$ cat src/rtl/cp0_pkg.sv
// CP0 register numbers, ExcCode values, field positions and sequencer states
// shared by the exception controller and its priority encoder.
package cp0_pkg;

  localparam logic [4:0] CP0_STATUS = 5'd12;
  localparam logic [4:0] CP0_CAUSE  = 5'd13;
  localparam logic [4:0] CP0_EPC    = 5'd14;

  localparam logic [4:0] EXC_INT = 5'd0;
  localparam logic [4:0] EXC_SYS = 5'd8;
  localparam logic [4:0] EXC_BP  = 5'd9;
  localparam logic [4:0] EXC_RI  = 5'd10;
  localparam logic [4:0] EXC_OV  = 5'd12;
  localparam logic [4:0] EXC_DZ  = 5'd13;

  localparam int ST_IE     = 0;
  localparam int ST_EXL    = 1;
  localparam int ST_IM_LO  = 8;
  localparam int CA_EXC_LO = 2;
  localparam int CA_IP_LO  = 10;

  typedef enum logic [1:0] {
    IDLE   = 2'd0,
    FLUSH  = 2'd1,
    VECTOR = 2'd2,
    RETURN = 2'd3
  } cp0_state_e;

endpackage

$ cat src/rtl/exc_prio_enc.sv
// Combinational trap arbiter: fixed-priority synchronous exceptions first,
// then any pending (already IE/EXL/IM-qualified) interrupt.
module exc_prio_enc
  import cp0_pkg::*;
#(
  parameter int INT_NUM = 6
) (
  input  logic               i_sys,
  input  logic               i_bp,
  input  logic               i_ri,
  input  logic               i_ov,
  input  logic               i_dz,
  input  logic [INT_NUM-1:0] i_int_pend,
  output logic               o_trap_req,
  output logic [4:0]         o_code
);

  always_comb begin
    o_trap_req = 1'b1;
    o_code     = EXC_INT;
    if (i_sys)            o_code = EXC_SYS;
    else if (i_bp)        o_code = EXC_BP;
    else if (i_ri)        o_code = EXC_RI;
    else if (i_ov)        o_code = EXC_OV;
    else if (i_dz)        o_code = EXC_DZ;
    else if (|i_int_pend) o_code = EXC_INT;
    else                  o_trap_req = 1'b0;
  end

endmodule

$ cat src/rtl/cp0_exc_ctrl.sv
// CP0 Status/Cause/EPC storage plus the trap/eret sequencer that flushes the
// pipeline and redirects fetch; only accepts events while IDLE.
module cp0_exc_ctrl
  import cp0_pkg::*;
#(
  parameter logic [31:0] HANDLER_ADDR = 32'h0000_F000,
  parameter int          INT_NUM      = 6
) (
  input  logic               clock,
  input  logic               reset,
  input  logic               exc_syscall,
  input  logic               exc_break,
  input  logic               exc_reserved,
  input  logic               exc_overflow,
  input  logic               exc_divzero,
  input  logic [INT_NUM-1:0] int_req,
  input  logic               eret,
  input  logic [31:0]        cur_pc,
  input  logic               mtc0,
  input  logic [4:0]         mfc0_mtc0_addr,
  input  logic [31:0]        mtc0_data,
  output logic [31:0]        cp0_rdata,
  output logic               busy,
  output logic               flush,
  output logic               redirect_valid,
  output logic [31:0]        redirect_pc,
  output logic [4:0]         exc_code
);

  cp0_state_e         r_state, w_state_nxt;
  logic               r_ie, r_exl;
  logic [INT_NUM-1:0] r_im, r_ip;
  logic [4:0]         r_exccode;
  logic [31:0]        r_epc;

  logic [INT_NUM-1:0] w_int_pend;
  logic               w_trap_req, w_idle, w_take_trap, w_take_eret, w_do_mtc0;
  logic [4:0]         w_code;
  logic [31:0]        w_status, w_cause;

  // Interrupts use the registered IP and are blocked inside a handler (EXL).
  assign w_int_pend = (r_ie && !r_exl) ? (r_ip & r_im) : '0;

  exc_prio_enc #(.INT_NUM(INT_NUM)) u_prio (
    .i_sys      (exc_syscall),
    .i_bp       (exc_break),
    .i_ri       (exc_reserved),
    .i_ov       (exc_overflow),
    .i_dz       (exc_divzero),
    .i_int_pend (w_int_pend),
    .o_trap_req (w_trap_req),
    .o_code     (w_code)
  );

  assign w_idle      = (r_state == IDLE);
  assign w_take_trap = w_idle && w_trap_req;
  assign w_take_eret = w_idle && !w_trap_req && eret;
  assign w_do_mtc0   = w_idle && !w_trap_req && !eret && mtc0;

  always_comb begin
    w_status                        = '0;
    w_status[ST_IE]                 = r_ie;
    w_status[ST_EXL]                = r_exl;
    w_status[ST_IM_LO +: INT_NUM]   = r_im;
    w_cause                         = '0;
    w_cause[CA_EXC_LO +: 5]         = r_exccode;
    w_cause[CA_IP_LO +: INT_NUM]    = r_ip;
  end

  always_comb begin
    case (mfc0_mtc0_addr)
      CP0_STATUS: cp0_rdata = w_status;
      CP0_CAUSE:  cp0_rdata = w_cause;
      CP0_EPC:    cp0_rdata = r_epc;
      default:    cp0_rdata = '0;
    endcase
  end

  assign exc_code = r_exccode;

  always_ff @(posedge clock or negedge reset) begin
    if (!reset) r_state <= IDLE;
    else        r_state <= w_state_nxt;
  end

  always_comb begin
    w_state_nxt    = r_state;
    busy           = 1'b1;
    flush          = 1'b0;
    redirect_valid = 1'b0;
    redirect_pc    = '0;
    case (r_state)
      IDLE: begin
        busy = 1'b0;
        if (w_take_trap)      w_state_nxt = FLUSH;
        else if (w_take_eret) w_state_nxt = RETURN;
      end
      FLUSH: begin
        flush       = 1'b1;
        w_state_nxt = VECTOR;
      end
      VECTOR: begin
        redirect_valid = 1'b1;
        redirect_pc    = HANDLER_ADDR;
        w_state_nxt    = IDLE;
      end
      RETURN: begin
        redirect_valid = 1'b1;
        redirect_pc    = r_epc;
        flush          = 1'b1;
        w_state_nxt    = IDLE;
      end
      default: w_state_nxt = IDLE;
    endcase
  end

  always_ff @(posedge clock or negedge reset) begin
    if (!reset) begin
      r_ie      <= 1'b0;
      r_exl     <= 1'b0;
      r_im      <= '0;
      r_ip      <= '0;
      r_exccode <= '0;
      r_epc     <= '0;
    end else begin
      r_ip <= int_req;
      if (w_take_trap) begin
        r_epc     <= cur_pc;
        r_exccode <= w_code;
        r_exl     <= 1'b1;
      end else if (w_take_eret) begin
        r_exl <= 1'b0;
      end else if (w_do_mtc0) begin
        case (mfc0_mtc0_addr)
          CP0_STATUS: begin
            r_ie  <= mtc0_data[ST_IE];
            r_exl <= mtc0_data[ST_EXL];
            r_im  <= mtc0_data[ST_IM_LO +: INT_NUM];
          end
          CP0_EPC: r_epc <= mtc0_data;
          default: ;
        endcase
      end
    end
  end

endmodule
$ cat config.mk
export PLATFORM = sky130hd
export DESIGN_NAME = cp0_exc_ctrl
export DESIGN_NICKNAME = d
export VERILOG_FILES = /design/src/rtl/cp0_pkg.sv /design/src/rtl/exc_prio_enc.sv /design/src/rtl/cp0_exc_ctrl.sv
export SDC_FILE = /design/constraint.sdc
export NUM_CORES = 1
export LEC_CHECK = 0
export CAP_MARGIN = 20
export CORE_MARGIN = 3
export CORE_UTILIZATION = 43
export CTS_BUF_LIST = sky130_fd_sc_hd__clkbuf_16
export DETAILED_ROUTE_END_ITERATION = 16
export GPL_TIMING_DRIVEN = 0
export PLACE_DENSITY = 0.95
export SETUP_SLACK_MARGIN = 0.3
export SYNTH_ARGS = -nofsm -noshare
export SYNTH_HDL_FRONTEND = slang
export SYNTH_HIERARCHICAL = 1
export SYNTH_SLANG_ARGS = --single-unit
$ cat constraint.sdc
create_clock -name clock -period 4.16 [get_ports clock]
set_input_delay 0.624 -clock clock [delete_from_list [all_inputs] [get_ports clock]]
set_output_delay 0.624 -clock clock [all_outputs]
set_load 0.005 [all_outputs]
==> results of run 1 <==
sequential cells by signal (all words and copies together), names as in the netlist:
| name | flops |
|---|---|
| r_ip | 6 |
| r_ie | 1 |
| r_im | 6 |
| r_state | 2 |
| r_exl | 1 |
| r_epc | 32 |
| exc_code | 5 |
cell usage in the layout, fill, tap and decap left out, drive strengths merged:
| master | n |
|---|---|
| buf | 10 |
| nor3 | 2 |
| nand3b | 1 |
| or3b | 1 |
| nor2 | 38 |
| nand4 | 2 |
| a222oi | 4 |
| o21ai | 1 |
| a22o | 11 |
| clkdlybuf4s50 | 154 |
| inv | 12 |
| and3 | 52 |
| clkinv | 2 |
| a21oi | 34 |
| and2 | 1 |
| a21boi | 4 |
| dfrtp | 53 |
| and4bb | 1 |
| conb | 1 |
| nand2 | 2 |
| mux2 | 12 |
| nand4b | 1 |
| clkbuf | 23 |
| nor3b | 3 |
| nor2b | 2 |
| nor4 | 1 |
| mux2i | 33 |
area by class of cell:
type	instances	share of cell area, %
plain buffers	26	2.899
clock buffers	5	2.636
clock inverters	3	0.2899
inverters	11	0.8698
multi-input cells	207	30.34
flip-flops and latches	53	27.94
well taps	77	2.030
repair buffers	156	33.00
power by group:
| group | internal [uW] | leakage (uW) | total, uW | switching [uW] |
|---|---|---|---|---|
| Sequential | 703 | 0.000615 | 862 | 159 |
| Clock | 219 | 0.0000748 | 400 | 181 |
| Combinational | 536 | 0.00167 | 1060 | 524 |
logic make-up after synthesis:
kind of cell | share of synthesized area [%]
AO/OA/AOI/OAI | 11.62
other | 0.1275
flip-flops | 45.11
multiplexers | 15.83
AND/OR/NAND/NOR | 21.23
buffers and inverters | 6.085
layer usage:
| metal | wire (um) | GRT usage, % | vias up | part of all wire (%) |
|---|---|---|---|---|
| li1 | - | - | 1380 | - |
| met1 | 4030 | 32.65 | 1452 | 40 |
| met2 | 5263 | 46.96 | 143 | 52 |
| met3 | 726 | 4.004 | 15 | 7.1 |
| met4 | 161 | 7.005 | 0 | 1.6 |
| met5 | 0 | 0 | - | 0 |
worst min-delay path by stage:
| stage | from | to | slack, ns | cells after the start |
|---|---|---|---|---|
| after floorplan | reset | exc_code[0] | 0.33 | 0 |
| after global placement | r_im[4] | r_im[4] | 0.51 | 1 |
| after detailed placement | r_ie | r_ie | 0.52 | 1 |
| after CTS | reset | r_epc[16] | 0.37 | 1 |
| after global routing | reset | r_epc[16] | 0.40 | 1 |
| final | reset | r_epc[16] | 0.36 | 1 |
per-stage QoR:
step                      total power [uW]  util [%]  std cells  instance area (um2)
after floorplan                       1336         -        297                 2940
after global placement                1872     70.64        529                 4588
after detailed placement              1924     70.87        530                 4603
after CTS                             2325     73.01        538                 4742
after global routing                  2476     73.09        538                 4747
final                                 2323     73.09        538                 4747
==> run metrics, run 1 <==
Max-slew headroom 57.53%; Via density 5.558; power density cells 489.3 nW/um2; clock skew 0.003351 ns; hold buffer count at cts 0; area occupied by multi-input gates 1440 um2; FF-to-FF End r_epc[9]; Critical Path Sink cp0_rdata[13]; Hold Crit Class input pin to asynchronous set/reset pin; status complete, no violations; top_reg_cell synth dfrtp_1; Pleak 0.002359 uW; setup slack, reg-to-reg 1.47 ns; largest cells by area after synthesis dfrtp_1 45%, mux2i_1 11%, and3_1 9.6%, a21oi_1 5.8%, nor2_1 4.7%; Synth area leader dfrtp_1; # DRC 0; Worst-path clk slew 0.07 ns; Final Worst Setup Slack 0.7351 ns; Site Rows 29; initial antenna violation count 0; filler cell count 469; wire per inst 18.92 um; worst hold slack 0.3562 ns; setup TNS 0 ns; Root Driver clkbuf_16; # H-tree levels 2; worst r2r src r_ie; critical path arrival 2.80 ns; worst path cell trace clkdlybuf4s50_1 -> clkbuf_1 -> nor3b_1 -> buf_2 -> a222oi_1 -> inv_1 -> clkdlybuf4s50_1; cts bufs inserted 5; nets 544; GRT Overall Usage 26.17%; RePlAce Congestion 0.8752; RSZ-0062 raised after global routing false; final hold violation count 0; CTS tree built; first-pass GRT wire length 15630 um; post-detail-place hpwl 7793 um; Crit-path slowest cell clkdlybuf4s50_1; Final Setup Violations 0; Clock Tree Buf Depth 2; cell family with most CP delay buffers and inverters; CP max FO 10; antenna viol nets, final 0; Critical Path Start Type input pin; most common cell in the synthesized netlist dfrtp_1; Post-CTS Setup Inserts 0; cell area after synthesis 2940 um2; Max Cap Viol 0; Mean Syn Cell Area 9.900 um2; Post-synth top cells 53 x dfrtp_1, 45 x and3_1, 37 x nor2_1; Post-Syn Nets 381; Max Slew Vio Count 0; top-area cell type share of the netlist area 45.11%; # IOs 156; Max Freq 292.0 MHz; register area share after synthesis 45.11%; die width 88.69 um; post-CTS resize count 0; Die Ht 88.69 um; CP dominant cell by count clkdlybuf4s50_1; Place WS 0.4700 ns; Mapped Cells 297; Total Wirelength 10180 um; clk_lat worst skew 0.28 ns; grt ovf 0; largest net degree at the start of global routing 28; Starting Density 45.27%; Min Clock Period, post-route 3.425 ns; number of global-route vias before repair 3068; Register Area 1326 um2; initial DRC count 166; worst ir drop on vdd 0.2833 mV; input/output buffers 155; Reg2Reg Depth 9; Worst Setup End Kind primary output; Worst-Margin Slew 0.6371 ns; Worst Setup Path Type input pin to primary output; EDFF count, synth 0; Buffers & Inverters on Critical Path 5; CORE AREA 6495 um2; Post-synth ARST share 100.0%; Critical Path Source mfc0_mtc0_addr[1]; die area 7866 um2; routed vias 2990; Synth Register Bits 53; Pre-Repair DR Iteration Count 6; Synth cell types 32; slowest stage delay, CP 0.59 ns; ant diodes 0; yosys warns 6; count of clock tree sinks 53; Crit. path cell count 7; final period utilization 82.33%; Synth-to-Final Area Change 61.45%; layout cells sized above 1 9.328%; CP required 3.54 ns
No activity file was read; power rests on OpenSTA's default activity.
==> run 2, diff against run 1 <==
--- a/config.mk
+++ b/config.mk
@@ -7,11 +7,11 @@
 export LEC_CHECK = 0
 export CAP_MARGIN = 20
 export CORE_MARGIN = 3
-export CORE_UTILIZATION = 43
+export CORE_UTILIZATION = 40
 export CTS_BUF_LIST = sky130_fd_sc_hd__clkbuf_16
 export DETAILED_ROUTE_END_ITERATION = 16
 export GPL_TIMING_DRIVEN = 0
-export PLACE_DENSITY = 0.95
+export PLACE_DENSITY = 0.91
 export SETUP_SLACK_MARGIN = 0.3
 export SYNTH_ARGS = -nofsm -noshare
 export SYNTH_HDL_FRONTEND = slang
==> constraint.sdc (replaced) <==
create_clock -name clock -period 3.5 [get_ports clock]
set_input_delay 0.525 -clock clock [delete_from_list [all_inputs] [get_ports clock]]
set_output_delay 0.525 -clock clock [all_outputs]
set_load 0.005 [all_outputs]
==> run 2 against run 1 <==
Net effect:
- wire length rose by 3.6%
- die area rose by 7.0%
- first-iteration DRC count fell by 38%
- via count rose by 1.6%
- count of clock-buffer cells in the layout did not move
- global-route usage fell by 2.3 points
- non-clock buffer count did not move
- worst hold slack got worse by 0.14 ns
- design area rose by 1.9%
- total power rose by 26%
- sequential share of layout area fell by 0.53 points
- combinational power rose by 21%
- critical endpoint is now cp0_rdata[22]
==> run metrics, run 2 (synthesis gave the netlist of run 1 again) <==
Hold Crit Class input pin to asynchronous set/reset pin; Pre-Repair DR Iteration Count 6 (unchanged); Max-slew headroom 57.45% (-0.075 points); CORE AREA 6944 um2 (+6.9%); Worst Setup End Kind primary output; wire per inst 18.94 um (about the same); clock skew 0.007213 ns (+0.003862 ns); first-pass GRT wire length 15750 um (+0.75%); final hold violation count 0 (unchanged); largest net degree at the start of global routing 34 (+21%); # IOs 156 (unchanged); Clock Tree Buf Depth 2 (unchanged); largest reg by FF count r_epc; CTS tree built; number of flip-flops in the largest register 32 (unchanged); # H-tree levels 2 (unchanged); Max Cap Viol 0 (unchanged); final period utilization 89.52%; Max Slew Vio Count 0 (unchanged); Min Clock Period, post-route 3.133 ns; antenna viol nets, final 0 (unchanged); Int Pwr 1882 uW (+29%); fin cells 557 (+3.5%); most frequent cells in the layout 154 x clkdlybuf4s50_1, 53 x dfrtp_1, 45 x and3_1; cts bufs inserted 5 (unchanged); CP required 2.97 ns (-0.57 ns); input/output buffers 155 (unchanged); ant diodes 0 (unchanged); switching power total 1044 uW (+21%); Critical Path Source mfc0_mtc0_addr[0]; Die Ht 91.74 um (+3.4%); Final Setup Violations 0 (unchanged); Critical Path Start Type input pin; initial DRC count 103 (-38%); Gate power share 43.7% (-2.0 points); top flop regs r_epc: 32 flops, r_im: 6 flops, r_ip: 6 flops; placed cells 549 (+3.6%); Pleak 0.002388 uW (+1.2%); clk_lat worst skew 0.28 ns (about the same); Synth-to-Final Area Change 64.55%; Worst-Margin Slew 0.6382 ns (+0.001125 ns); most common cell after layout, fill and taps aside clkdlybuf4s50_1; Seq pwr share 34.9% (-2.2 points); setup slack, reg-to-reg 0.77 ns (-0.70 ns); filler cell count 562 (+20%); Worst Setup Path Type input pin to primary output; worst ir drop on vdd 0.3236 mV (+14%); sw frac 35.67% (-1.5 points); count of clock tree sinks 53 (unchanged); nets 544 (unchanged); Final Worst Setup Slack 0.3666 ns (-0.3685 ns); routed vias 3039 (+1.6%); layout cells sized above 1 10.20% (+0.87 points); Max Freq 319.1 MHz; grt ovf 0 (unchanged); Worst-path clk slew 0.07 ns (about the same); GRT Overall Usage 23.90% (-2.3 points); status complete, no violations; die area 8415 um2 (+7.0%); worst r2r src r_ie; Site Rows 30 (+3.4%); power density cells 604.7 nW/um2 (+24%); # DRC 0 (unchanged); Total Wirelength 10550 um (+3.6%); Root Driver clkbuf_16; Starting Density 42.34% (-2.9 points); Clk pwr share 21.3% (+4.1 points); number of global-route vias before repair 3031 (-1.2%); Via density 5.456 (-1.8%); RePlAce Congestion 0.8881 (+1.5%); Post-CTS Setup Inserts 0 (unchanged); CP max FO 10 (unchanged); critical path arrival 2.61 ns (-0.19 ns); initial antenna violation count 0 (unchanged); post-detail-place hpwl 8019 um (+2.9%); die width 91.74 um (+3.4%); Place WS -0.1096 ns (-0.5796 ns); RSZ-0062 raised after global routing false
## run 2: per-layer routing
layer	wire length (um)	global-route usage [%]	vias up
li1	-	-	1389
met1	4200	29.00	1486
met2	5452	43.82	148
met3	740	4.430	16
met4	154	5.322	0
met5	0	0	-
## run 2: power groups by stage
stage,combinational (uW),clock [uW],sequential (uW)
4_1_cts,1280,631,1010
3_3_place_gp,1230,0,1010
3_5_place_dp,1270,0,1020
5_1_grt,1380,653,1040
6_report,1280,625,1020
2_1_floorplan,627,0,961
## run 2: timing repair
item | 4_1_cts | 5_1_grt
gates resized for setup | 4 | 3
endpoints found under the setup margin | 10 | 15
hold buffers | 0 | 0
pin swaps | 0 | 0
## run 2: path summary, 6_finish.rpt
| kind | end | depth (start not counted) |
|---|---|---|
| worst min-delay path | r_epc[18] | 1 |
| worst max-delay path | cp0_rdata[22] | 6 |
| worst max register to register | r_exl | 8 |
| max in group asynchronous | r_exl | 2 |
| worst min register to register | r_im[2] | 1 |
| min in group clock | r_im[2] | 1 |
## run 2: layout make-up
| cell class | instances | area, um2 | area share, % |
|---|---|---|---|
| plain buffers | 26 | 142.6 | 2.948 |
| clock buffers | 5 | 125.1 | 2.586 |
| clock inverters | 3 | 65.06 | 1.345 |
| inverters | 11 | 41.29 | 0.8534 |
| multi-input cells | 207 | 1451 | 30.00 |
| flip-flops and latches | 53 | 1326 | 27.41 |
| well taps | 96 | 120.1 | 2.483 |
| repair buffers | 156 | 1567 | 32.38 |
## run 2: stage by stage
stage          cell area, um2  hold WS [ns]  util (%)  power [uW]  setup TNS [ns]
2_1_floorplan            2940        0.2294         -        1588               0
3_3_place_gp             4612        0.5056     66.41        2237         -0.1116
3_5_place_dp             4627        0.5202     66.63        2297         -0.3359
4_1_cts                  4832        0.2196     69.59        2921               0
5_1_grt                  4838        0.2377     69.68        3077               0
6_report                 4838        0.2168     69.68        2926               0
## run 2: worst max-delay path, cell delays in order
cell,delay (ns)
clkdlybuf4s50_1,0.48
and4bb_1,0.30
buf_4,0.19
clkbuf_1,0.35
and3_1,0.24
clkdlybuf4s50_1,0.50
